File: config.mk
export PLATFORM = sky130hd
export DESIGN_NAME = uc_multiciclo
export DESIGN_NICKNAME = d
export VERILOG_FILES = /design/src/rtl/uc_multiciclo.sv
export SDC_FILE = /design/constraint.sdc
export NUM_CORES = 1
export LEC_CHECK = 0
export BUFFER_PORTS_ARGS = -buffer_cell sky130_fd_sc_hd__buf_2
export CORE_ASPECT_RATIO = 1.4
export CORE_MARGIN = 2
export CORE_UTILIZATION = 53
export DETAILED_ROUTE_END_ITERATION = 8
export PLACE_DENSITY = 0.87
export SETUP_SLACK_MARGIN = 0.3
export SLEW_MARGIN = 40
export SYNTH_ARGS = -nofsm -noshare
export SYNTH_HDL_FRONTEND = slang
export SYNTH_SLANG_ARGS = --single-unit
export TNS_END_PERCENT = 50
File: constraint.sdc
create_clock -name clock -period 4 [get_ports clock]
set_clock_uncertainty 0.1 [all_clocks]
set_input_delay 1.2 -clock clock [delete_from_list [all_inputs] [get_ports clock]]
set_output_delay 1.2 -clock clock [all_outputs]
set_load 0.01 [all_outputs]
File: src/rtl/uc_multiciclo.sv
// -----------------------------------------------------------------------------
// uc_multiciclo
// Multicycle control unit for the RV64 datapath. A two-process FSM walks each
// instruction through FETCH -> DECODE -> EXECUTE -> (MEM) -> (WB) and drives
// the datapath write enables, mux selects and the 2-bit aluop for ALUControl.
// Unsupported opcodes park the FSM in TRAP until reset.
//
// Parameters
//   MEM_LATENCY  extra wait cycles per instruction fetch and per data access (0..15)
//   COUNT_WIDTH  width of the retired-instruction counter
//
// Ports
//   clock      in   system clock, rising edge
//   reset      in   synchronous, active-high
//   run        in   1 = fetch new instructions, 0 = idle in FETCH
//   opcode     in   opcode field from the IR
//   flag       in   ULA zero/equal flag
//   weIR       out  IR load enable
//   wePC       out  PC load enable
//   weReg      out  register-file write enable
//   weMem      out  data-memory write enable
//   sinalMux1  out  ULA operand B: 0 = doutB, 1 = imm
//   sinalMux2  out  write-back source: 00 mem, 01 ULA, 10 PC+4, 11 PC+imm
//   sinalMux4  out  adder base: 0 = doutA, 1 = PC
//   pc_src     out  next PC: 0 = PC+4, 1 = PC+imm
//   aluop      out  00 add, 01 branch compare, 10 R-type, 11 I-type ALU
//   state      out  current state encoding
//   illegal    out  high while trapped on an unsupported opcode
//   instret    out  retired-instruction count (wraps)
// -----------------------------------------------------------------------------
module uc_multiciclo #(
    parameter int unsigned MEM_LATENCY = 0,
    parameter int unsigned COUNT_WIDTH = 32
) (
    input  logic                   clock,
    input  logic                   reset,
    input  logic                   run,
    input  logic [6:0]             opcode,
    input  logic                   flag,
    output logic                   weIR,
    output logic                   wePC,
    output logic                   weReg,
    output logic                   weMem,
    output logic                   sinalMux1,
    output logic [1:0]             sinalMux2,
    output logic                   sinalMux4,
    output logic                   pc_src,
    output logic [1:0]             aluop,
    output logic [2:0]             state,
    output logic                   illegal,
    output logic [COUNT_WIDTH-1:0] instret
);

    typedef enum logic [2:0] {
        StFetch   = 3'd0,
        StDecode  = 3'd1,
        StExecute = 3'd2,
        StMem     = 3'd3,
        StWb      = 3'd4,
        StTrap    = 3'd5
    } state_e;

    localparam logic [6:0] OpR    = 7'b0110011;
    localparam logic [6:0] OpAddi = 7'b0010011;
    localparam logic [6:0] OpLd   = 7'b0000011;
    localparam logic [6:0] OpSd   = 7'b0100011;
    localparam logic [6:0] OpBeq  = 7'b1100011;
    localparam logic [6:0] OpJal  = 7'b1101111;

    localparam logic [3:0] WaitLast = 4'(MEM_LATENCY);

    state_e                 state_q, state_d;
    logic [3:0]             wait_q, wait_d;
    logic [COUNT_WIDTH-1:0] instret_q, instret_d;

    // Raw enables before reset gating.
    logic we_ir, we_pc, we_reg, we_mem;
    logic legal_op;

    always_ff @(posedge clock) begin
        if (reset) begin
            state_q   <= StFetch;
            wait_q    <= '0;
            instret_q <= '0;
        end else begin
            state_q   <= state_d;
            wait_q    <= wait_d;
            instret_q <= instret_d;
        end
    end

    always_comb begin
        legal_op = (opcode == OpR)  || (opcode == OpAddi) || (opcode == OpLd) ||
                   (opcode == OpSd) || (opcode == OpBeq)  || (opcode == OpJal);
    end

    always_comb begin
        state_d   = state_q;
        wait_d    = wait_q;
        we_ir     = 1'b0;
        we_pc     = 1'b0;
        we_reg    = 1'b0;
        we_mem    = 1'b0;
        sinalMux1 = 1'b0;
        sinalMux2 = 2'b00;
        sinalMux4 = 1'b0;
        pc_src    = 1'b0;
        aluop     = 2'b00;

        case (state_q)
            StFetch: begin
                if (run) begin
                    if (wait_q == WaitLast) begin
                        we_ir   = 1'b1;
                        wait_d  = '0;
                        state_d = StDecode;
                    end else begin
                        wait_d = wait_q + 4'd1;
                    end
                end else begin
                    wait_d = '0;
                end
            end

            StDecode: begin
                state_d = legal_op ? StExecute : StTrap;
            end

            StExecute: begin
                case (opcode)
                    OpR: begin
                        aluop   = 2'b10;
                        state_d = StWb;
                    end
                    OpAddi: begin
                        aluop     = 2'b11;
                        sinalMux1 = 1'b1;
                        state_d   = StWb;
                    end
                    OpLd, OpSd: begin
                        sinalMux1 = 1'b1;
                        state_d   = StMem;
                    end
                    OpBeq: begin
                        aluop   = 2'b01;
                        we_pc   = 1'b1;
                        pc_src  = flag;
                        state_d = StFetch;
                    end
                    default: begin
                        // jal does its work in WB
                        state_d = StWb;
                    end
                endcase
            end

            StMem: begin
                sinalMux1 = 1'b1;
                if (wait_q == WaitLast) begin
                    wait_d = '0;
                    if (opcode == OpSd) begin
                        we_mem  = 1'b1;
                        we_pc   = 1'b1;
                        state_d = StFetch;
                    end else begin
                        state_d = StWb;
                    end
                end else begin
                    wait_d = wait_q + 4'd1;
                end
            end

            StWb: begin
                we_reg  = 1'b1;
                we_pc   = 1'b1;
                state_d = StFetch;
                case (opcode)
                    OpLd:    sinalMux2 = 2'b00;
                    OpJal: begin
                        sinalMux2 = 2'b10;
                        sinalMux4 = 1'b1;
                        pc_src    = 1'b1;
                    end
                    default: sinalMux2 = 2'b01;
                endcase
            end

            StTrap: begin
                state_d = StTrap;
            end

            default: begin
                state_d = StFetch;
                wait_d  = '0;
            end
        endcase
    end

    // A reset cycle must not commit anything, e.g. a pending store in MEM.
    assign weIR    = we_ir  & ~reset;
    assign wePC    = we_pc  & ~reset;
    assign weReg   = we_reg & ~reset;
    assign weMem   = we_mem & ~reset;

    assign instret_d = wePC ? instret_q + COUNT_WIDTH'(1) : instret_q;

    assign state   = state_q;
    assign illegal = (state_q == StTrap);
    assign instret = instret_q;

endmodule

==> flow_summary.json <==
{
  "io_buffers": 57,
  "drtAntennaViolNets": 0,
  "place_congestion": 0.799,
  "synth-edff-count": 0,
  "arrival_ns": 2.38,
  "synthArstFlopShare_pct": 0,
  "critPathBufInv": 2,
  "cts_hold_buf": 0,
  "cpMostUsedCell": "buf_2",
  "worstSetupEndpointType": "output port",
  "grt_antenna_before_repair": 0,
  "cts_setup_buffers": 0,
  "synth_seq_cells": 39,
  "min_path_type": "flop to flop",
  "fin_setup_tns_ns": 0,
  "pin_count": 58,
  "status": "complete, no violations",
  "rsz0062_at_grt": "yes",
  "clkTransAtPathRegs_ns": 0.07,
  "grt_pass1_wl_um": 9540,
  "grt_max_degree": 38,
  "tightest_slew_ns": 0.629,
  "vdd_drop_max_v": 0.000204,
  "drt_iter0_drc": 133,
  "numCtsBuffers": 5,
  "period_needed_ns": 3.68,
  "via_per_inst": 6.23,
  "synth_fp_nets": 308,
  "cts_tree": "built",
  "leakagePower_nw": 0.997,
  "power_mw": 0.753,
  "clockBufferDepth": 2,
  "final-setup-viol-count": 0,
  "worstHoldPathCells": 2,
  "die_w_um": 59.7,
  "path_class": "input port to output port",
  "yosysSeqAreaShare_pct": 34.0,
  "post-dp-hpwl_um": 4070,
  "area_growth_pct": 19.5,
  "syn-cell-area_um2": 2300,
  "h-tree-depth": 2,
  "rows": 28,
  "relSlewSlack_pct": 57.8,
  "reg2reg_depth": 8,
  "cts-root-buf": "clkbuf_8",
  "crit_chain": "buf_2 > or3_4 > or2_4 > nor4_2 > buf_2",
  "hold_viol": 0,
  "via_count": 2429,
  "clock.fmax_mhz": 272,
  "wl_per_cell_um": 14.4,
  "final_nets": 358,
  "max_stage_delay_ns": 0.41,
  "diodes": 0,
  "drc": 0,
  "globalRouteOverflowTotal": 0,
  "synth_cell_types": 52,
  "setup.worst_path.start_class": "input port",
  "start_util_pct": 54.7,
  "synth_warnings": 0,
  "drv_slew": 0,
  "die_area_um2": 4890,
  "maxCapViolCount": 0,
  "syn_inst": 294,
  "grt_pass1_vias": 2166,
  "routed_wl_um": 5620,
  "p_per_area_nw_per_um2": 274,
  "ys.flop_type": "dfxtp_1",
  "fp.coreArea_um2": 4200,
  "grtUsageTotal_pct": 24.7,
  "critPathMaxFanout": 4,
  "cp_top_family": "simple AND/OR/NAND/NOR gates",
  "cts_num_sinks": 39,
  "cp_slowest_cell": "or3_4",
  "drt_pass1_iterations": 4,
  "finalCritPeriodShare_pct": 91.9,
  "fp.dieH_um": 81.9,
  "layout-drive-gt1-share_pct": 24.6,
  "path_depth": 5,
  "clkLatencyLatePin_ns": 0.29,
  "required_ns": 2.70,
  "synth_area_per_cell_um2": 7.82
}
## metal layers
metal	share of wire (%)	GRT usage, %	up-vias
met2	54	45.3	63
met5	0	0	-
met4	1.4	9.56	0
li1	-	-	1206
met3	4.2	5.35	10
met1	41	26.8	1150
## sequential cells by signal, summed over array words and instances (netlist names)
name	cells
instret	32
wait_q	4
state	3
## timing repair
item | CTS | global route
pin swaps | 0 | 0
setup endpoints to repair | 2 | 3
resized for setup | 1 | 6
gates cloned | 0 | 0
## logic make-up (layout without fill, tap and decap cells)
logic type                 Yosys count  count (layout)  share of synthesized area (%)
xor gates and xnor gates             3               3                           1.14
and+or+nand+nor                    136             136                           34.8
AOI/OAI and AO/OA                   79              79                           21.6
buffers and inverters               31              82                           5.55
adders and majority gates            4               4                           2.07
DFF                                 39              39                           34.0
muxes                                2               2                          0.925
## path summary, 6_finish.rpt
check / from / endpoint / slack (ns)
worst min-delay path: instret[18] / instret[18] / 0.40
worst min register to register: instret[18] / instret[18] / 0.40
worst max-delay path: opcode[3] / weMem / 0.32
worst max register to register: wait_q[1] / instret[17] / 1.37
## Yosys cell counts, types with 2 or more instances
cell       instances  area, um2
or3_1             13       81.3
o21ai_0           17       85.1
o31ai_1           15        113
nor3b_1            3       22.5
or2_2              3       18.8
dfxtp_1           39        781
nand2b_1           2       12.5
nor2_1            17       63.8
ha_1               3       37.5
a21oi_1           32        160
o41ai_1            3       26.3
or4_1             15        113
nand3_1           15       75.1
a2bb2oi_1          2       17.5
nand2_1           26       97.6
and3_1             2       12.5
or4b_1             4       40.0
clkbuf_1          14       52.6
nand3b_1           3       22.5
nor3_1             8       40.0
inv_1             13       48.8
buf_2              3       15.0
nand4_1            5       31.3
nor4_1             5       31.3
and2_1             2       12.5
xor2_1             2       17.5
nor2b_1            3       18.8
## cells in the final DEF (no fill, tap or decap), types with 2 or more instances in the layout
cell        n
o31ai_1    15
or3_4       2
or2_2       2
nand3_1    15
o21ai_0    17
a2bb2oi_1   2
dfxtp_1    39
and2_1      2
a21oi_1    32
or4_1      15
nand4_1     5
or4b_1      4
nor4_2      3
xor2_1      2
buf_4       4
nor4_1      2
nor3_1      7
clkbuf_8    7
nor2b_1     3
buf_2      57
and3_1      2
nand2b_1    2
nand3b_1    3
ha_1        3
nand2_1    26
inv_1      13
nor3b_1     3
o41ai_1     3
or3_1      12
nor2_1     16
## tightest hold or removal path, delay by kind of cell, from the launching register on
family	cells	cell delay (ns)
flip-flops	1	0.33
AO/OA/AOI/OAI	2	0.13
## through the flow
stage	instances	util [%]	cell area (um2)	setup slack (ns)	hold WS, ns
floorplan	294	-	2320	0.379	0.367
global placement	382	61.9	2600	0.245	0.372
detailed placement	382	61.9	2600	0.235	0.394
CTS	390	64.5	2710	0.243	0.404
finish	390	65.3	2750	0.324	0.402
global route	390	65.3	2750	0.281	0.428
## power by group
group,internal [mW],switching [mW],leakage (nW)
Combinational,0.0244,0.0398,0.631
Sequential,0.391,0.00917,0.314
Clock,0.157,0.131,0.0515
Total,0.573,0.180,0.997
## final cells by class
cell class	instances	area, um2
Timing Repair Buffer	61	315
Multi-Input combinational cell	224	1450
Tap cell	45	56.3
Fill cell	382	1460
Sequential cell	39	781
Inverter	13	48.8
Clock buffer	8	100
(Power assumes the default switching activity.)
